$ cat config.mk
export PLATFORM = sky130hd
export DESIGN_NAME = date_set_ctrl
export DESIGN_NICKNAME = d
export VERILOG_FILES = /design/src/rtl/date_set_ctrl.sv
export SDC_FILE = /design/constraint.sdc
export NUM_CORES = 1
export LEC_CHECK = 0
export BUFFER_PORTS_ARGS = -buffer_cell sky130_fd_sc_hd__buf_2
export CORE_MARGIN = 1
export CORE_UTILIZATION = 53
export DETAILED_ROUTE_END_ITERATION = 12
export GPL_ROUTABILITY_DRIVEN = 0
export PLACE_DENSITY = 0.89
export SLEW_MARGIN = 10
export SYNTH_ARGS = -nofsm -noshare
export SYNTH_HDL_FRONTEND = slang
export SYNTH_SLANG_ARGS = --single-unit
$ cat constraint.sdc
create_clock -name CLK -period 3.74 [get_ports CLK]
set_input_delay 0.187 -clock CLK [delete_from_list [all_inputs] [get_ports CLK]]
set_output_delay 0.187 -clock CLK [all_outputs]
set_load 0.05 [all_outputs]
$ cat src/rtl/date_set_ctrl.sv
// date_set_ctrl
//   Set-mode controller for the day/month/year counter chain. MODE walks
//   year -> month -> day edit and then commits with a one-cycle LOAD of the
//   edited BCD date. UP/DOWN step the selected field with BCD wrap. While
//   editing, RUN_EN is low so the counters stay frozen.
//
//   Optional build macro: SET_TIMEOUT_EN
//     When defined, an idle timer aborts editing after TIMEOUT_SEC ENABLE
//     ticks without a button press. The abort returns to RUN, discards the
//     edits and issues no LOAD.
//
// Ports
//   CLK        system clock
//   RESET      synchronous reset, active-low
//   ENABLE     1 Hz one-cycle tick
//   BTN_MODE   enter / advance / commit pulse
//   BTN_UP     increment selected field pulse
//   BTN_DOWN   decrement selected field pulse
//   cur_year   live BCD year (3 digits)
//   cur_month  live BCD month
//   cur_day    live BCD day
//   RUN_EN     counter enable gate, 0 while editing or committing
//   LOAD       one-cycle load strobe to the counters
//   set_year   edited BCD year
//   set_month  edited BCD month
//   set_day    edited BCD day
//   field      0 none, 1 year, 2 month, 3 day
//   BLINK      toggles on each ENABLE while editing, 0 otherwise
//
// state     | meaning
// ----------+------------------------------------------------
// ST_RUN    | counters free-running, buttons except MODE ignored
// ST_YEAR   | editing year
// ST_MONTH  | editing month
// ST_DAY    | editing day
// ST_COMMIT | one cycle, LOAD asserted with the edited date
module date_set_ctrl #(
  parameter logic [11:0] YEAR_MAX = 12'h299
`ifdef SET_TIMEOUT_EN
  , parameter int TIMEOUT_SEC = 30
`endif
) (
  input  logic        CLK,
  input  logic        RESET,
  input  logic        ENABLE,
  input  logic        BTN_MODE,
  input  logic        BTN_UP,
  input  logic        BTN_DOWN,
  input  logic [11:0] cur_year,
  input  logic [7:0]  cur_month,
  input  logic [7:0]  cur_day,
  output logic        RUN_EN,
  output logic        LOAD,
  output logic [11:0] set_year,
  output logic [7:0]  set_month,
  output logic [7:0]  set_day,
  output logic [1:0]  field,
  output logic        BLINK
);

  typedef enum logic [2:0] {
    ST_RUN, ST_YEAR, ST_MONTH, ST_DAY, ST_COMMIT
  } state_t;

  state_t      state, state_nxt;
  logic [11:0] year_nxt;
  logic [7:0]  month_nxt, day_nxt;
  logic        edit;
  logic        step_up, step_dn;
  logic        timeout;

  function automatic logic [7:0] bcd_inc2(input logic [7:0] v);
    if (v[3:0] == 4'h9) return {v[7:4] + 4'h1, 4'h0};
    else                return {v[7:4], v[3:0] + 4'h1};
  endfunction

  function automatic logic [7:0] bcd_dec2(input logic [7:0] v);
    if (v[3:0] == 4'h0) return {v[7:4] - 4'h1, 4'h9};
    else                return {v[7:4], v[3:0] - 4'h1};
  endfunction

  function automatic logic [11:0] year_inc(input logic [11:0] y);
    if (y == YEAR_MAX)         return 12'h000;
    else if (y[7:0] == 8'h99)  return {y[11:8] + 4'h1, 8'h00};
    else                       return {y[11:8], bcd_inc2(y[7:0])};
  endfunction

  function automatic logic [11:0] year_dec(input logic [11:0] y);
    if (y == 12'h000)          return YEAR_MAX;
    else if (y[7:0] == 8'h00)  return {y[11:8] - 4'h1, 8'h99};
    else                       return {y[11:8], bcd_dec2(y[7:0])};
  endfunction

  function automatic logic [7:0] month_inc(input logic [7:0] m);
    return (m == 8'h12) ? 8'h01 : bcd_inc2(m);
  endfunction

  function automatic logic [7:0] month_dec(input logic [7:0] m);
    return (m == 8'h01) ? 8'h12 : bcd_dec2(m);
  endfunction

  // 10*T+U is divisible by 4 exactly when 2*T+U is, so the tens parity
  // selects which units digits qualify.
  function automatic logic is_leap(input logic [11:0] y);
    logic lo_div4;
    if (y[4]) lo_div4 = (y[3:0] == 4'h2) || (y[3:0] == 4'h6);
    else      lo_div4 = (y[3:0] == 4'h0) || (y[3:0] == 4'h4) || (y[3:0] == 4'h8);
    return lo_div4 && ((y[7:0] != 8'h00) || (y[11:8] == 4'h0));
  endfunction

  function automatic logic [7:0] max_day(input logic [11:0] y, input logic [7:0] m);
    case (m)
      8'h02:                      return is_leap(y) ? 8'h29 : 8'h28;
      8'h04, 8'h06, 8'h09, 8'h11: return 8'h30;
      default:                    return 8'h31;
    endcase
  endfunction

  // Valid BCD compares correctly as plain unsigned binary.
  function automatic logic [7:0] clamp_day(input logic [7:0] d, input logic [7:0] mx);
    return (d > mx) ? mx : d;
  endfunction

  assign edit    = (state == ST_YEAR) || (state == ST_MONTH) || (state == ST_DAY);
  assign step_up = BTN_UP & ~BTN_DOWN;
  assign step_dn = BTN_DOWN & ~BTN_UP;

`ifdef SET_TIMEOUT_EN
  localparam int IW = $clog2(TIMEOUT_SEC + 1);
  logic [IW-1:0] idle_cnt;
  logic          any_btn;

  assign any_btn = BTN_MODE | BTN_UP | BTN_DOWN;
  assign timeout = edit & ENABLE & ~any_btn & (idle_cnt == IW'(1));

  // Down-counter reloaded by any button; the tick that finds it at 1 is
  // the TIMEOUT_SEC-th idle tick.
  always_ff @(posedge CLK) begin
    if (!RESET || !edit || any_btn) idle_cnt <= IW'(TIMEOUT_SEC);
    else if (ENABLE && (idle_cnt != '0)) idle_cnt <= idle_cnt - 1'b1;
  end
`else
  assign timeout = 1'b0;
`endif

  always_comb begin
    state_nxt = state;
    year_nxt  = set_year;
    month_nxt = set_month;
    day_nxt   = set_day;
    case (state)
      ST_RUN: begin
        if (BTN_MODE) begin
          state_nxt = ST_YEAR;
          year_nxt  = cur_year;
          month_nxt = cur_month;
          day_nxt   = clamp_day(cur_day, max_day(cur_year, cur_month));
        end
      end
      ST_YEAR: begin
        if (BTN_MODE)     state_nxt = ST_MONTH;
        else if (step_up) year_nxt  = year_inc(set_year);
        else if (step_dn) year_nxt  = year_dec(set_year);
        day_nxt = clamp_day(set_day, max_day(year_nxt, set_month));
      end
      ST_MONTH: begin
        if (BTN_MODE)     state_nxt = ST_DAY;
        else if (step_up) month_nxt = month_inc(set_month);
        else if (step_dn) month_nxt = month_dec(set_month);
        day_nxt = clamp_day(set_day, max_day(set_year, month_nxt));
      end
      ST_DAY: begin
        if (BTN_MODE) state_nxt = ST_COMMIT;
        else if (step_up)
          day_nxt = (set_day == max_day(set_year, set_month)) ? 8'h01 : bcd_inc2(set_day);
        else if (step_dn)
          day_nxt = (set_day == 8'h01) ? max_day(set_year, set_month) : bcd_dec2(set_day);
      end
      ST_COMMIT: state_nxt = ST_RUN;
      default:   state_nxt = ST_RUN;
    endcase
    if (timeout) state_nxt = ST_RUN;
  end

  always_ff @(posedge CLK) begin
    if (!RESET) begin
      state     <= ST_RUN;
      set_year  <= 12'h000;
      set_month <= 8'h01;
      set_day   <= 8'h01;
      BLINK     <= 1'b0;
    end else begin
      state     <= state_nxt;
      set_year  <= year_nxt;
      set_month <= month_nxt;
      set_day   <= day_nxt;
      if (!edit)       BLINK <= 1'b0;
      else if (ENABLE) BLINK <= ~BLINK;
    end
  end

  assign RUN_EN = (state == ST_RUN);
  assign LOAD   = (state == ST_COMMIT);

  always_comb begin
    field = 2'd0;
    case (state)
      ST_YEAR:  field = 2'd1;
      ST_MONTH: field = 2'd2;
      ST_DAY:   field = 2'd3;
      default:  field = 2'd0;
    endcase
  end

endmodule

# After elaboration in Yosys (flattened, before gate mapping)
# Index checks and enable logic that the tools add are counted.
totals:
  out_inout_bits: 33
  elab_cells: 198
  input_bits: 34
  reg_bits: 32
classes:
  mux: 75
  n_eq_ne: 50
  n_bitwise: 5
  magnitude_cmp: 3
  n_reduce_logical: 45
  add_sub_neg: 14
ops:
  columns: ["op", "count"]
  rows:
  - ["8-bit two-way mux", 29]
  - ["12-bit two-way mux", 9]
  - ["5-bit case mux with 2 select lines", 5]
  - ["8-bit by 3-bit equality test with 1-bit output (second input constant)", 6]
  - ["8-bit by 5-bit equality test with 1-bit output (second input constant)", 4]
  - ["4-bit logical NOT", 8]
  - ["8-bit case mux with 4 select lines", 1]
  - ["4-bit by 1-bit adder with 4-bit output (second input constant)", 7]
  - ["4-bit by 1-bit subtractor with 4-bit output (second input constant)", 7]
  - ["4-bit by 3-bit equality test with 1-bit output (second input constant)", 6]
  - ["4-bit equality test (second input constant)", 6]
  - ["8-bit by 2-bit equality test with 1-bit output (second input constant)", 3]
  - ["8-bit by 4-bit equality test with 1-bit output (second input constant)", 3]
  - ["8-bit > comparator", 3]
  - ["12-bit case mux with 2 select lines", 1]
  - ["8-bit nonzero test", 3]
  - ["1-bit two-way mux", 23]
  - ["8-bit by 1-bit equality test with 1-bit output (second input constant)", 2]
  - ["8-bit case mux with 2 select lines", 1]
  - ["1-bit logical OR", 14]
  - ["12-bit by 10-bit equality test with 1-bit output (second input constant)", 1]
  - ["4-bit by 2-bit equality test with 1-bit output (second input constant)", 3]
  - ["12-bit logical NOT", 1]
  - ["3-bit two-way mux", 4]
  - ["other kinds (23)", 42]

# Longest topological paths before layout
# Gate-level depths: netlist of run 1.
depth:
  ltp_word: 21
  mapped_depth: 20
  depth_no_buf: 18

# Worst setup path before layout of run 1
# Ideal clock, no wire load.
synth_timing:
  path_type: "register to register"
  from: "reg set_month[4]"
  to: "reg set_day[4]"
  period_less_slack_ns: 4.271
  path_stages_with_launch: 20
  path_slack_ns: -0.531
  t_required_ns: 3.621
  n_path_buf: 1
  setup_time_ns: 0.119
  arrival_ns: 4.153
  path_cell_list: "dfxtp_1 > inv_1 > ha_1 > nor4b_4 > a22oi_1 > o21a_1 > o41ai_2 > nand3_1 > nor4b_4 > inv_1 > ha_1 > o21ai_0 > a31oi_1 > o211ai_1 > a311o_1 > a31oi_2 > and3b_1 > buf_4 > o211ai_1 > o221a_1"
synth_between:
  elab_chain_len: 14
  word_cells_on_any_way: 48
  classes_between: "add/sub (2); order compare (2); eq/ne (16); mux (25); reduce/logical (3)"
synth_lines:
  columns: ["item", "line_no", "text"]
  rows:
  - ["from (decl)", "55", "output logic [7:0] set_month,"]
  - ["from (signal assigned)", "195", "set_month <= month_nxt;"]
  - ["4-bit by 1-bit subtractor with 4-bit output", "78", "if (v[3:0] == 4'h0) return {v[7:4] - 4'h1, 4'h9};"]
  - ["8-bit two-way mux", "78", null]
  - ["8-bit two-way mux", "99", "return (m == 8'h01) ? 8'h12 : bcd_dec2(m);"]
  - ["8-bit two-way mux", "169", "else if (step_dn) month_nxt = month_dec(set_month);"]
  - ["8-bit two-way mux", "168", "else if (step_up) month_nxt = month_inc(set_month);"]
  - ["8-bit two-way mux", "167", "if (BTN_MODE) state_nxt = ST_DAY;"]
  - ["8-bit two-way mux", "151", "case (state)"]
  - ["8-bit by 3-bit equality test with 1-bit output, or another cell as far along", "112", "case (m)"]
  - ["4-bit OR reduction", "112", null]
  - ["5-bit case mux with 2 select lines", "112", null]
  - ["8-bit two-way mux", "151", null]
  - ["8-bit > comparator", "121", "return (d > mx) ? mx : d;"]
  - ["2-bit by 1-bit inequality test with 1-bit output (no line)", null, null]
  - ["8-bit AND reduction (no line)", null, null]
  - ["to (signal assigned)", "196", "set_day <= day_nxt;"]
  - ["to (decl)", "56", "output logic [7:0] set_day,"]
# Several ways; a longest one is shown, not always the timed one. The select of a mux whose other input is x is not followed.
# A chain may end at the register's enable or synchronous reset.

# Worst setup path after layout of run 1
layout_timing:
  from: "reg set_month[5]"
  to: "reg set_day[5]"
# Same word-level chain as after synthesis.

==> metrics, run 1 <==
DR iter-0 viols=782; pre-CTS setup slack=-0.299 ns; failing checks=setup timing; antenna violations before repair=0; gr usage total=39.0%; initial core utilization=a little over half; main flop type after synthesis=dfxtp_1; Core Util, Final=72.9%; TritonCTS Buffers=5; post-DP HPWL=11.0 mm; post-route minimum period=between 4 and 5 ns; Worst-Margin Slew=roughly 0.96 ns; area post-placement=4970 um^2; setup ws final=-0.272 ns; Mapped Cells=527; PortBufs=between 60 and 70; total grt overflow=0; Worst-Skew Late Latency=0.30 ns; Hold Vio Cnt, Final=0; final instance count without filler cells=between 700 and 800; Syn Nets=589; Core ar.=7250 um^2; max-slew violation count=0; PwrDens=375 nW/um^2; Final TNS setup=-1.48 ns; CTS tree=built; CP Max Fanout=5; fraction of registers with async set or reset after synthesis=0%; Rows=31; DR vias=5,370; Die Ht=88.5 um; Post-synth EDFFs=0; fin area=5290 um^2; Wirelength per Cell=20.5 um; Seq cells post-synth=32; crit share post-route=107%; top-area cell type share of the netlist area=16.2%; Data required, critical path=3.90 ns; Worst Path Arrival=4.18 ns; Slew headroom=36.0%; Antenna diodes=0; number of max-cap violations=0; area leader, netlist=dfxtp_1; largest net degree at the start of global routing=18; DRC Markers=0; Total Wirelength=roughly 16 mm; Synth Cell Area=3960 um^2; vias in the first global route=4,888; worst vdd ir=0.243 mV; Worst R2R Setup Slack=-0.27 ns; H-Tree Level Count=2; Final Power=1.98 mW; largest cells by area after synthesis=dfxtp_1, ha_1, nor2_1; Clock Path Buffers=2; clk slew on worst S/H paths=0.07 ns; hold crit path type=in -> reg; Synth top cells by count=nor2_1, dfxtp_1, inv_1, nand2_1, ha_1; Yosys Warn Count=0; First-pass DRT Iterations=6; dpl cells=roughly 740; f_max=between 200 and 250 MHz; CTS Sinks=32; nets=721; Startpoint Class=flop; RSZ-0062 raised after global routing=true; Seq/Total Area, Yosys=16.2%; Crit. End Element=flop; Worst Clk Skew=0.00669 ns; Setup-failing EPs final=8; Mapped Avg Cell Area=7.52 um^2; DR vias/cell=7.08; root buf cell=clkbuf_8; Hold Slack=0.175 ns; most frequent cell after synthesis=nor2_1; share of cells above drive strength 1=between 30% and 40%; Die ar.=7830 um^2; Top Ports=67; global-route wire length before repair=23.9 mm; outcome=finished with violations; Worst Path Class, Setup=reg -> reg; Die W=about 88 um; Unique masters post-synth=85; Area Growth Syn to Fin=33.4%; Pleak=2.26 nW; DRT antenna net count=0
## worst max-delay path, stage by stage, from the launching register on
cell,delay (ns)
dfxtp_4,0.35
inv_4,0.05
buf_4,0.14
ha_4,0.13
a41o_1,0.28
o21ai_2,0.10
a221oi_2,0.44
and3_1,0.27
nor4b_4,0.27
inv_2,0.08
ha_4,0.28
o21ai_2,0.05
a31oi_1,0.16
o211ai_1,0.13
a311o_1,0.34
a31oi_4,0.17
and3b_2,0.23
buf_6,0.11
mux2i_1,0.20
nor2_1,0.08
## final timing paths
path	start	to	cells after the start
max	set_month[5]	set_day[5]	19
min	ENABLE	BLINK	3
max reg2reg	set_month[5]	set_day[5]	19
min reg2reg	set_year[5]	set_year[5]	2
## logic make-up after synthesis
| group | Yosys count | share of synthesized area [%] |
|---|---|---|
| compound gates | 169 | 32.4 |
| simple gates | 208 | 30.1 |
| flops | 32 | 16.2 |
| xor+xnor | 10 | 2.40 |
| mux | 11 | 2.84 |
| buf+inv | 69 | 7.29 |
| fa+ha+maj | 28 | 8.84 |
## timing repair
| item | CTS | global route |
|---|---|---|
| pin swaps | 10 | 9 |
| setup endpoints to repair | 8 | 8 |
| hold buffers | 0 | 0 |
| buffers inserted | 4 | 6 |
| gates resized for setup | 16 | 12 |
## metal layers
metal / GRT usage (%) / vias up / share of wire (%)
met2: 64.3 / 505 / 46
met3: 7.93 / 153 / 12
met1: 46.2 / 2439 / 35
met4: 25.1 / 0 / 7.0
met5: 0 / - / 0
li1: - / 2273 / -
## placed cells by master (no fill, tap or decap), types with 11 or more instances in the layout
| master | count |
|---|---|
| nand3_1 | 22 |
| nand2_1 | 31 |
| a211oi_1 | 13 |
| o21ai_0 | 22 |
| nand2b_1 | 11 |
| dfxtp_1 | 21 |
| nor3_1 | 16 |
| nor2_1 | 47 |
| buf_2 | 66 |
| nor2b_1 | 12 |
| ha_1 | 23 |
| inv_1 | 27 |
| a21oi_1 | 26 |
| buf_4 | 90 |
| and3_1 | 11 |
## layout make-up
class	instances	area, um^2
flip-flops and latches	32	662
inverters	33	129
fillers	497	1970
repair buffers	161	1080
clock inverters	1	5.00
multi-input cells	426	3190
well taps	99	124
clock buffers	7	97.6
## state kept, by name (all words and copies together), names as in the netlist
signal and cells:
set_month 8, state 3, BLINK 1, set_year 12, set_day 8
## where the power goes
group | switching (mW) | internal (mW)
Clock | 0.142 | 0.171
Sequential | 0.0916 | 0.384
Combinational | 0.700 | 0.494
Note: power is estimated with default switching activity, not from simulation.
==> inputs of run 2 (changes only) <==
SKIP_CTS_REPAIR_TIMING = 1   (was not set)
==> run 2 against run 1 <==
  * The run still ends with setup timing left
  * Clock power is essentially flat
  * Die area is the same
  * Critical path type unchanged
  * Maximum frequency shrank 2.5%
==> metrics, run 2 (synthesized netlist as in run 1, its figures left out) <==
post-route minimum period=4.12 ns; max-slew violation count=0; worst vdd ir=0.243 mV; antenna violations before repair=0; RSZ-0062 raised after global routing=true; Die W=88.5 um; Hold Slack=around 0.18 ns; Top Ports=67; f_max=roughly 240 MHz; Pleak=2.24 nW; hold worst-path end=BLINK; clk slew on worst S/H paths=0.07 ns; commonest non-fill, non-tap cell in the layout=buf_4; most frequent cells in the layout=buf_4, buf_2, nor2_1, nand2_1, inv_1; Worst Path Class, Setup=reg -> reg; First-pass DRT Iterations=7; H-Tree Level Count=2; dpl cells=741; Worst Path Arrival=4.28 ns; crit share post-route=110%; failing checks=setup timing; Setup-failing EPs final=8; Wirelength per Cell=~22 um; Final Power=~2.0 mW; Largest regs=set_year (12), set_day (8), set_month (8); Hold Vio Cnt, Final=0; hold path depth=3; Die Ht=88.5 um; number of max-cap violations=0; Die ar.=7830 um^2; largest register by flop count=set_year; Clock Path Buffers=2; outcome=finished with violations; Antenna diodes=0; root buf cell=clkbuf_8; PwrDens=378 nW/um^2; DRC Markers=0; DRT antenna net count=0; Total Wirelength=~16 mm; final instance count without filler cells=between 700 and 800; R2R depth=17; initial core utilization=54.6%; hold crit path type=in -> reg; max reg flops=12; Crit. End Element=flop; CTS Sinks=32; nets=719; DR vias=5,425; Final TNS setup=-2.11 ns; Core Util, Final=72.8%; Area Growth Syn to Fin=33.3%; Data required, critical path=~4 ns; pre-CTS setup slack=-0.299 ns; DR iter-0 viols=a little under 1k; fin area=~5300 um^2; Core ar.=7250 um^2; TritonCTS Buffers=5; Rows=31; gr usage total=38.1%; CTS tree=built; PortBufs=66; Worst R2R Setup Slack=-0.38 ns; setup ws final=-0.377 ns; fillers=502; share of cells above drive strength 1=34.0%; global-route wire length before repair=roughly 23 mm; Hold Crit Start=ENABLE; total grt overflow=0; largest net degree at the start of global routing=18; Slew headroom=between 30% and 40%; Worst Clk Skew=0.0114 ns; Worst-Margin Slew=0.979 ns; Worst-Skew Late Latency=0.30 ns; vias in the first global route=4,773; Reg-to-Reg End=set_day[5]; CP Max Fanout=11; post-DP HPWL=11.0 mm; area post-placement=4970 um^2; Startpoint Class=flop; DR vias/cell=between 7 and 8; R2R Path Start=set_month[2]
## run 2: where the power goes
part | internal, mW | leakage, nW | switching [mW]
Combinational | 0.494 | 1.92 | 0.717
Clock | 0.171 | 0.0534 | 0.140
Sequential | 0.384 | 0.268 | 0.0894
## run 2: layer usage
| metal | track usage [%] | wire length (um) | part of all wire [%] | vias to the layer above |
|---|---|---|---|---|
| met5 | 0 | 0 | 0 | - |
| met4 | 21.6 | 1420 | 8.6 | 0 |
| met3 | 7.46 | 2220 | 14 | 175 |
| met2 | 62.4 | 7180 | 44 | 534 |
| met1 | 46.8 | 5580 | 34 | 2442 |
| li1 | - | - | - | 2274 |
## run 2: area by class of cell
class	count	area, um^2	share of cell area, %
multi-input cells	426	3200	60.7
repair buffers	159	1060	20.1
flip-flops and latches	32	662	12.5
inverters	33	129	2.44
well taps	99	124	2.34
clock buffers	7	97.6	1.85
clock inverters	1	5.00	0.0947
## run 2: worst max path at each step
stage / start / endpoint / slack (ns)
final: set_month[2] / set_day[5] / -0.38
after global routing: set_month[0] / set_day[7] / -0.55
after CTS: set_year[8] / set_day[5] / -0.29
after detailed placement: BTN_UP / set_day[7] / -0.30
after global placement: set_month[4] / set_day[7] / -0.11
after floorplan: set_month[4] / set_day[4] / -0.16
## run 2: worst max-delay path: stages, from the launching register on
cell and delay (ns):
dfxtp_2 0.49, and4bb_1 0.37, nand2_1 0.27, a211oi_2 0.15
a221oi_4 0.34, and3_4 0.27, nor4b_4 0.25, inv_2 0.13
ha_4 0.31, o21ai_2 0.06, a31oi_1 0.13, o211ai_1 0.11
a311o_1 0.32, a31oi_4 0.17, and3b_2 0.23, buf_6 0.12
mux2i_1 0.21, nor2_1 0.07
